--- src/rtl/muldiv_pkg.sv ---
// Shared definitions for the iterative RV32M multiply/divide unit:
// FCT3 opcode encodings and FSM state encoding.
package muldiv_pkg;

  localparam logic [2:0] MD_MUL    = 3'd0;
  localparam logic [2:0] MD_MULH   = 3'd1;
  localparam logic [2:0] MD_MULHSU = 3'd2;
  localparam logic [2:0] MD_MULHU  = 3'd3;
  localparam logic [2:0] MD_DIV    = 3'd4;
  localparam logic [2:0] MD_DIVU   = 3'd5;
  localparam logic [2:0] MD_REM    = 3'd6;
  localparam logic [2:0] MD_REMU   = 3'd7;

  typedef enum logic [1:0] {
    ST_IDLE = 2'd0,
    ST_RUN  = 2'd1,
    ST_FIX  = 2'd2,
    ST_DONE = 2'd3
  } md_state_e;

endpackage

--- src/rtl/muldiv_if.sv ---
// Request/result bundle between the execute stage (master) and muldiv_unit (slave).
interface muldiv_if #(parameter int unsigned XLEN = 32) ();
  logic            req;
  logic            kill;
  logic [2:0]      fct3;
  logic [XLEN-1:0] u1reg;
  logic [XLEN-1:0] u2reg;
  logic            busy;
  logic            done;
  logic [XLEN-1:0] rdata;

  modport master (output req, kill, fct3, u1reg, u2reg, input busy, done, rdata);
  modport slave  (input req, kill, fct3, u1reg, u2reg, output busy, done, rdata);
endinterface

--- src/rtl/muldiv_unit.sv ---
// Iterative RV32M multiply/divide: shift-add multiply and restoring divide on
// operand magnitudes, sharing one XLEN+1 adder and one 2*XLEN shift register.
module muldiv_unit
  import muldiv_pkg::*;
#(
  parameter int unsigned XLEN     = 32,
  parameter bit          FASTPATH = 1'b1
) (
  input  logic     clk,
  input  logic     resn,
  muldiv_if.slave  md
);

  localparam int unsigned CW = $clog2(XLEN) + 1;
  localparam int unsigned AW = XLEN + 2;
  localparam int unsigned PW = 2 * XLEN;
  localparam logic [XLEN-1:0] MIN_NEG = {1'b1, {(XLEN-1){1'b0}}};

  md_state_e       state, state_nxt;
  logic            busy_d, done_d;
  logic [2:0]      op_q;
  logic            neg_q, rneg_q, dz_q;
  logic [XLEN-1:0] acc, mq, opd;
  logic [CW-1:0]   cnt;

  // Operand decode, evaluated only at accept
  logic            s1, s2, a_neg, b_neg, is_div, dz, ov, fast, accept;
  logic [XLEN-1:0] a_mag, b_mag;

  assign is_div = md.fct3[2];
  assign s1     = (md.fct3 == MD_MULH) || (md.fct3 == MD_MULHSU) ||
                  (md.fct3 == MD_DIV)  || (md.fct3 == MD_REM);
  assign s2     = (md.fct3 == MD_MULH) || (md.fct3 == MD_DIV) || (md.fct3 == MD_REM);
  assign a_neg  = s1 && md.u1reg[XLEN-1];
  assign b_neg  = s2 && md.u2reg[XLEN-1];
  assign a_mag  = a_neg ? (~md.u1reg + XLEN'(1)) : md.u1reg;
  assign b_mag  = b_neg ? (~md.u2reg + XLEN'(1)) : md.u2reg;
  assign dz     = is_div && (md.u2reg == '0);
  assign ov     = is_div && s2 && (md.u1reg == MIN_NEG) && (md.u2reg == '1);
  assign fast   = FASTPATH && (dz || ov);
  assign accept = ((state == ST_IDLE) || (state == ST_DONE)) && md.req && !md.kill;

  // State register and registered status outputs
  always_ff @(posedge clk or negedge resn) begin
    if (!resn) begin
      state   <= ST_IDLE;
      md.busy <= 1'b0;
      md.done <= 1'b0;
    end else begin
      state   <= state_nxt;
      md.busy <= busy_d;
      md.done <= done_d;
    end
  end

  // Next-state logic; kill overrides everything including a same-cycle request
  always_comb begin
    state_nxt = state;
    if (md.kill) begin
      state_nxt = ST_IDLE;
    end else begin
      unique case (state)
        ST_IDLE, ST_DONE: state_nxt = md.req ? (fast ? ST_FIX : ST_RUN) : ST_IDLE;
        ST_RUN:           if (cnt == CW'(XLEN - 1)) state_nxt = ST_FIX;
        ST_FIX:           state_nxt = ST_DONE;
        default:          state_nxt = ST_IDLE;
      endcase
    end
  end

  // Output decode from the next state so busy/done come straight from flops
  always_comb begin
    busy_d = 1'b0;
    done_d = 1'b0;
    unique case (state_nxt)
      ST_RUN, ST_FIX: busy_d = 1'b1;
      ST_DONE:        done_d = 1'b1;
      default:        ;
    endcase
  end

  // Shared adder: add for multiply, trial-subtract (carry = no borrow) for divide
  logic [XLEN:0] add_a, add_b, add_s;
  logic          add_ci, add_co;

  always_comb begin
    add_a  = '0;
    add_b  = '0;
    add_ci = 1'b0;
    if (op_q[2]) begin
      add_a  = {acc, mq[XLEN-1]};
      add_b  = ~{1'b0, opd};
      add_ci = 1'b1;
    end else begin
      add_a  = {1'b0, acc};
      add_b  = mq[0] ? {1'b0, opd} : '0;
    end
    {add_co, add_s} = AW'(add_a) + AW'(add_b) + AW'(add_ci);
  end

  // Sign correction and result selection for the FIX cycle
  logic [PW-1:0]   prod, prod_fix;
  logic [XLEN-1:0] quot, rem, result_c;

  always_comb begin
    prod     = {acc, mq};
    prod_fix = neg_q ? (~prod + PW'(1)) : prod;
    quot     = dz_q ? '1 : (neg_q ? (~mq + XLEN'(1)) : mq);
    rem      = rneg_q ? (~acc + XLEN'(1)) : acc;
    unique case (op_q)
      MD_MUL:                       result_c = prod_fix[XLEN-1:0];
      MD_MULH, MD_MULHSU, MD_MULHU: result_c = prod_fix[PW-1:XLEN];
      MD_DIV, MD_DIVU:              result_c = quot;
      default:                      result_c = rem;
    endcase
  end

  // Datapath registers; fastpath preloads acc/mq so FIX yields the special values
  always_ff @(posedge clk or negedge resn) begin
    if (!resn) begin
      op_q     <= '0;
      neg_q    <= 1'b0;
      rneg_q   <= 1'b0;
      dz_q     <= 1'b0;
      acc      <= '0;
      mq       <= '0;
      opd      <= '0;
      cnt      <= '0;
      md.rdata <= '0;
    end else if (accept) begin
      op_q   <= md.fct3;
      neg_q  <= a_neg ^ b_neg;
      rneg_q <= a_neg;
      dz_q   <= dz;
      opd    <= b_mag;
      mq     <= a_mag;
      acc    <= (fast && dz) ? a_mag : '0;
      cnt    <= '0;
    end else if (!md.kill) begin
      if (state == ST_RUN) begin
        cnt <= cnt + CW'(1);
        if (op_q[2]) begin
          acc <= add_co ? add_s[XLEN-1:0] : add_a[XLEN-1:0];
          mq  <= {mq[XLEN-2:0], add_co};
        end else begin
          acc <= add_s[XLEN:1];
          mq  <= {add_s[0], mq[XLEN-1:1]};
        end
      end
      if (state == ST_FIX) md.rdata <= result_c;
    end
  end

endmodule

--- src/flat_wrapper.sv ---
// flat-port wrapper written by rule: the top's interface ports become plain ports
module muldiv_unit_flat import muldiv_pkg::*;
#(
  parameter int unsigned XLEN     = 32,
  parameter bit          FASTPATH = 1'b1
)
  (clk, resn, md_req, md_kill, md_fct3, md_u1reg, md_u2reg, md_busy, md_done, md_rdata);
  muldiv_if #(.XLEN(XLEN)) md_i ();
  input  logic clk;
  input  logic resn;
  input wire logic [$bits(md_i.req)-1:0] md_req;
  input wire logic [$bits(md_i.kill)-1:0] md_kill;
  input wire logic [$bits(md_i.fct3)-1:0] md_fct3;
  input wire logic [$bits(md_i.u1reg)-1:0] md_u1reg;
  input wire logic [$bits(md_i.u2reg)-1:0] md_u2reg;
  output wire logic [$bits(md_i.busy)-1:0] md_busy;
  output wire logic [$bits(md_i.done)-1:0] md_done;
  output wire logic [$bits(md_i.rdata)-1:0] md_rdata;
  assign md_i.req = md_req;
  assign md_i.kill = md_kill;
  assign md_i.fct3 = md_fct3;
  assign md_i.u1reg = md_u1reg;
  assign md_i.u2reg = md_u2reg;
  assign md_busy = md_i.busy;
  assign md_done = md_i.done;
  assign md_rdata = md_i.rdata;
  muldiv_unit #(.XLEN(XLEN), .FASTPATH(FASTPATH)) u_core (.clk(clk), .resn(resn), .md(md_i));
endmodule
--- config.mk ---
export PLATFORM = sky130hd
export DESIGN_NAME = muldiv_unit_flat
export DESIGN_NICKNAME = d
export VERILOG_FILES = /design/src/rtl/muldiv_pkg.sv /design/src/rtl/muldiv_if.sv /design/src/rtl/muldiv_unit.sv /design/src/flat_wrapper.sv
export SDC_FILE = /design/constraint.sdc
export NUM_CORES = 1
export LEC_CHECK = 0
export ABC_AREA = 1
export BUFFER_PORTS_ARGS = -buffer_cell sky130_fd_sc_hd__buf_4
export CORE_MARGIN = 1.5
export CORE_UTILIZATION = 40
export CTS_CLUSTER_DIAMETER = 40
export DETAILED_ROUTE_END_ITERATION = 16
export SKIP_CTS_REPAIR_TIMING = 1
export SYNTH_ARGS = -nofsm -noshare
export SYNTH_HDL_FRONTEND = slang
export SYNTH_SLANG_ARGS = --single-unit
--- constraint.sdc ---
create_clock -name clk -period 4.46 [get_ports clk]
set_input_delay 0.669 -clock clk [delete_from_list [all_inputs] [get_ports clk]]
set_output_delay 0.669 -clock clk [all_outputs]
set_load 0.005 [all_outputs]
==> results.py <==
metrics = {
    "clock_network": {
        "clk_pin_slew_ns": 0.06,
        "cts_tree": "built",
        "cts.sinks": 144,
        "clkLatencyLatePin_ns": 0.45,
        "cts_made_buffers": 17,
        "h-tree-depth": 4,
        "cts_root_buf": "clkbuf_16",
        "clock_path_buffers": 2,
    },
    "placement": {
        "dp.cells": 3001,
        "numPortBuffers": 104,
        "hpwl_um": 53000,
        "dp_slack_ns": 0.824,
        "place.gp.congestion": 1.02,
    },
    "timing": {
        "clock_skew_ns": 0.0125,
        "rsz0062_at_grt": "false",
        "max-slew-margin-rel_pct": 42.8,
        "slew_viol_final": 0,
        "hold_violations": 0,
        "period_needed_ns": 3.70,
        "setup_ws_ns": 0.762,
        "fmax_ghz": 0.270,
        "worstMarginPinSlew_ns": 0.859,
        "finalCritPeriodShare_pct": 82.9,
        "report.final.setup_viol": 0,
        "fin_setup_tns_ns": 0,
    },
    "yosys": {
        "ys_types": 53,
        "ys_ff_latch": 144,
        "synthArstFlopShare_pct": 100,
        "postSynthAreaPerCell_um2": 5.97,
        "ys_top_cells_by_area": "dfrtp_1 24%, nand2_1 18%, nor2_1 8.5%",
        "ys.flop_type": "dfrtp_1",
        "seq_area_frac_synth_pct": 24.2,
        "synth_area_leader_cell": "dfrtp_1",
        "synth_edf_count": 0,
        "syn_area_um2": 14900,
        "syn-num-nets": 2607,
        "yosys_warnings": 0,
        "synth_top_area_share_pct": 24.2,
        "synthCells": 2494,
    },
    "worst_setup_path": {
        "critPathKind": "register to register",
        "startpoint_type": "register",
        "worst_ep_required_time_ns": 4.80,
        "crit_fanout": 54,
        "r2r_cells": 17,
        "worstPathArrival_ns": 4.04,
        "regToRegSetupSlack_ns": 0.76,
        "crit_end": "u_core.acc[17]$_DFFE_PN0P_",
        "r2r_start": "u_core.op_q[2]$_DFFE_PN0P_",
        "cp-startpoint": "u_core.op_q[2]$_DFFE_PN0P_",
        "critPathCaptureType": "register",
        "timing.rr.end": "u_core.acc[17]$_DFFE_PN0P_",
    },
    "pwr": {
        "ir_drop_uv": 318,
        "leakagePower_nw": 8.22,
        "total_power_mw": 9.92,
        "p_per_area_nw_per_um2": 592,
    },
    "die": {
        "die-width_um": 196,
        "initial_core_util_pct": 40.7,
        "num_rows": 70,
        "io_pins": 105,
        "dieArea_um2": 38400,
        "dieHeight_um": 196,
        "coreArea_um2": 36600,
    },
    "drt": {
        "wl_per_cell_um": 21.4,
        "vias_per_cell": 5.65,
        "drcViolationCount": 0,
        "drt_iter0_markers": 1452,
        "first_pass_iters": 6,
        "ant_nets": 0,
        "wl_um": 64900,
        "num_vias": 17200,
    },
    "global_routing": {
        "grt_pass1_vias": 16000,
        "grt_usage_pct": 34.0,
        "grt_max_degree": 85,
        "grt_overflow": 0,
        "antenna_found_initial": 2,
        "grt_pass1_wl_um": 98100,
    },
    "layout": {
        "drive_above_1_share_pct": 9.63,
        "syn2layout_area_growth_pct": 12.5,
        "fin_cells": 3035,
        "layout.nets": 2665,
        "fillers": 4031,
    },
    "run": {
        "drv_cap": 0,
    },
    "min_path": {
        "min_path_type": "input pin to asynchronous set/reset pin",
    },
    "run_status": {
        "status": "finished, final reports clean",
    },
}
==> placed cells by master (no fill, tap or decap), types with 4 or more instances in the layout <==
master / synthesis / routed
nand2_1: 698 / 697
nor2_1: 336 / 332
inv_1: 252 / 251
o21ai_0: 194 / 194
nand3_1: 172 / 171
a21oi_1: 152 / 152
dfrtp_1: 144 / 142
buf_4: 1 / 131
xor2_1: 69 / 69
o21ai_1: 64 / 64
ha_1: 40 / 40
a221oi_1: 33 / 33
nor3_1: 32 / 32
nand4_1: 31 / 31
xnor2_1: 25 / 25
inv_2: 19 / 20
clkbuf_16: 0 / 17
nor2_2: 10 / 12
o211ai_1: 12 / 12
a21oi_2: 9 / 9
nand3b_1: 9 / 9
nor4_1: 8 / 8
a31oi_1: 8 / 8
o21bai_1: 7 / 7
and2_1: 6 / 6
nor2_4: 3 / 5
or2_1: 5 / 5
nand2_2: 4 / 5
o31ai_1: 5 / 5
or2_2: 5 / 5
inv_6: 0 / 5
clkinv_1: 4 / 4
a22oi_1: 4 / 4
or2_0: 4 / 4
==> metal layers <==
layer	vias to the layer above	global-route usage [%]	wire [um]
met4	0	15.8	3040
met1	8000	46.1	28400
met5	-	0	0
li1	8283	-	-
met3	103	4.90	5010
met2	772	53.4	28500
==> how the worst min path moves through the flow <==
stage / endpoint / from / slack, ns
CTS: u_core.acc[31]$_DFFE_PN0P_ / resn / 0.32
global placement: u_core.md.rdata[17]$_DFFE_PN0P_ / u_core.md.rdata[17]$_DFFE_PN0P_ / 0.46
detailed placement: u_core.md.rdata[27]$_DFFE_PN0P_ / u_core.md.rdata[27]$_DFFE_PN0P_ / 0.47
finish: u_core.acc[25]$_DFFE_PN0P_ / resn / 0.28
floorplan: u_core.acc[0]$_DFFE_PN0P_ / resn / 0.37
global route: u_core.acc[25]$_DFFE_PN0P_ / resn / 0.35
==> cell type report <==
type                            count  area (um2)  area share [%]
Timing Repair Buffer              135        1050            6.30
Multi-Input combinational cell   1979        9870            58.9
Tap cell                          468         586            3.50
Sequential cell                   144        3610            21.5
Inverter                          275        1030            6.16
Clock inverter                     15         173            1.03
Clock buffer                       17         425            2.54
Antenna cell                        2        5.00          0.0299
==> where the power goes <==
group	leakage (nW)	switching (mW)	internal, mW
sequential	1.80	0.529	1.61
combinational	6.13	4.35	1.92
clock	0.289	0.674	0.841
==> cells by family (layout without fill, tap and decap cells) <==
family | Yosys count | count (layout) | share of synthesized area (%)
adders and majority gates | 42 | 42 | 3.63
other | 0 | 2 | 0
AOI/OAI and AO/OA | 502 | 502 | 18.9
and+or+nand+nor | 1341 | 1341 | 38.1
DFF | 144 | 144 | 24.2
buffers and inverters | 371 | 442 | 9.71
xor gates and xnor gates | 94 | 94 | 5.53
==> state kept, by name, indices dropped and copies added, names as in the netlist <==
register,count
u_core.acc,32
u_core.md.rdata,32
u_core.mq,32
u_core.opd,32
u_core.cnt,6
u_core.op_q,3
u_core.state,2
u_core.dz_q,1
u_core.md.busy,1
u_core.md.done,1
u_core.neg_q,1
u_core.rneg_q,1
==> per-stage QoR <==
stage / hold slack, ns / util [%] / area (um2)
5_1_grt: 0.355 / 45.7 / 16700
2_1_floorplan: 0.373 / - / 14900
4_1_cts: 0.316 / 45.7 / 16700
3_5_place_dp: 0.467 / 44.1 / 16100
3_3_place_gp: 0.464 / 44.1 / 16100
6_report: 0.278 / 45.8 / 16800
==> worst max-delay path, cell delays in order, from the launching register on <==
cell and delay [ns]:
dfrtp_2 0.56, buf_12 0.27, o21ai_0 0.53, ha_1 0.40
nand2_1 0.09, nand2_1 0.09, a21oi_1 0.14, nand3_1 0.18
nand2_1 0.11, nand2_1 0.18, nand2_2 0.15, nand2_4 0.18
buf_12 0.23, or2_1 0.21, nand3_1 0.06, nand3_1 0.08
nand2_1 0.06, inv_1 0.04
==> Yosys cell counts (all sizes together), types with 13 or more instances <==
master  number
dfrtp      144
inv        271
clkbuf      64
or2         14
xor2        69
nor3        38
xnor2       25
o211ai      13
a221oi      33
nor2       350
buf         32
nand2      704
ha          40
nand3      175
nand4       33
o21ai      261
a21oi      161
Power figures use the tool's default switching activity.
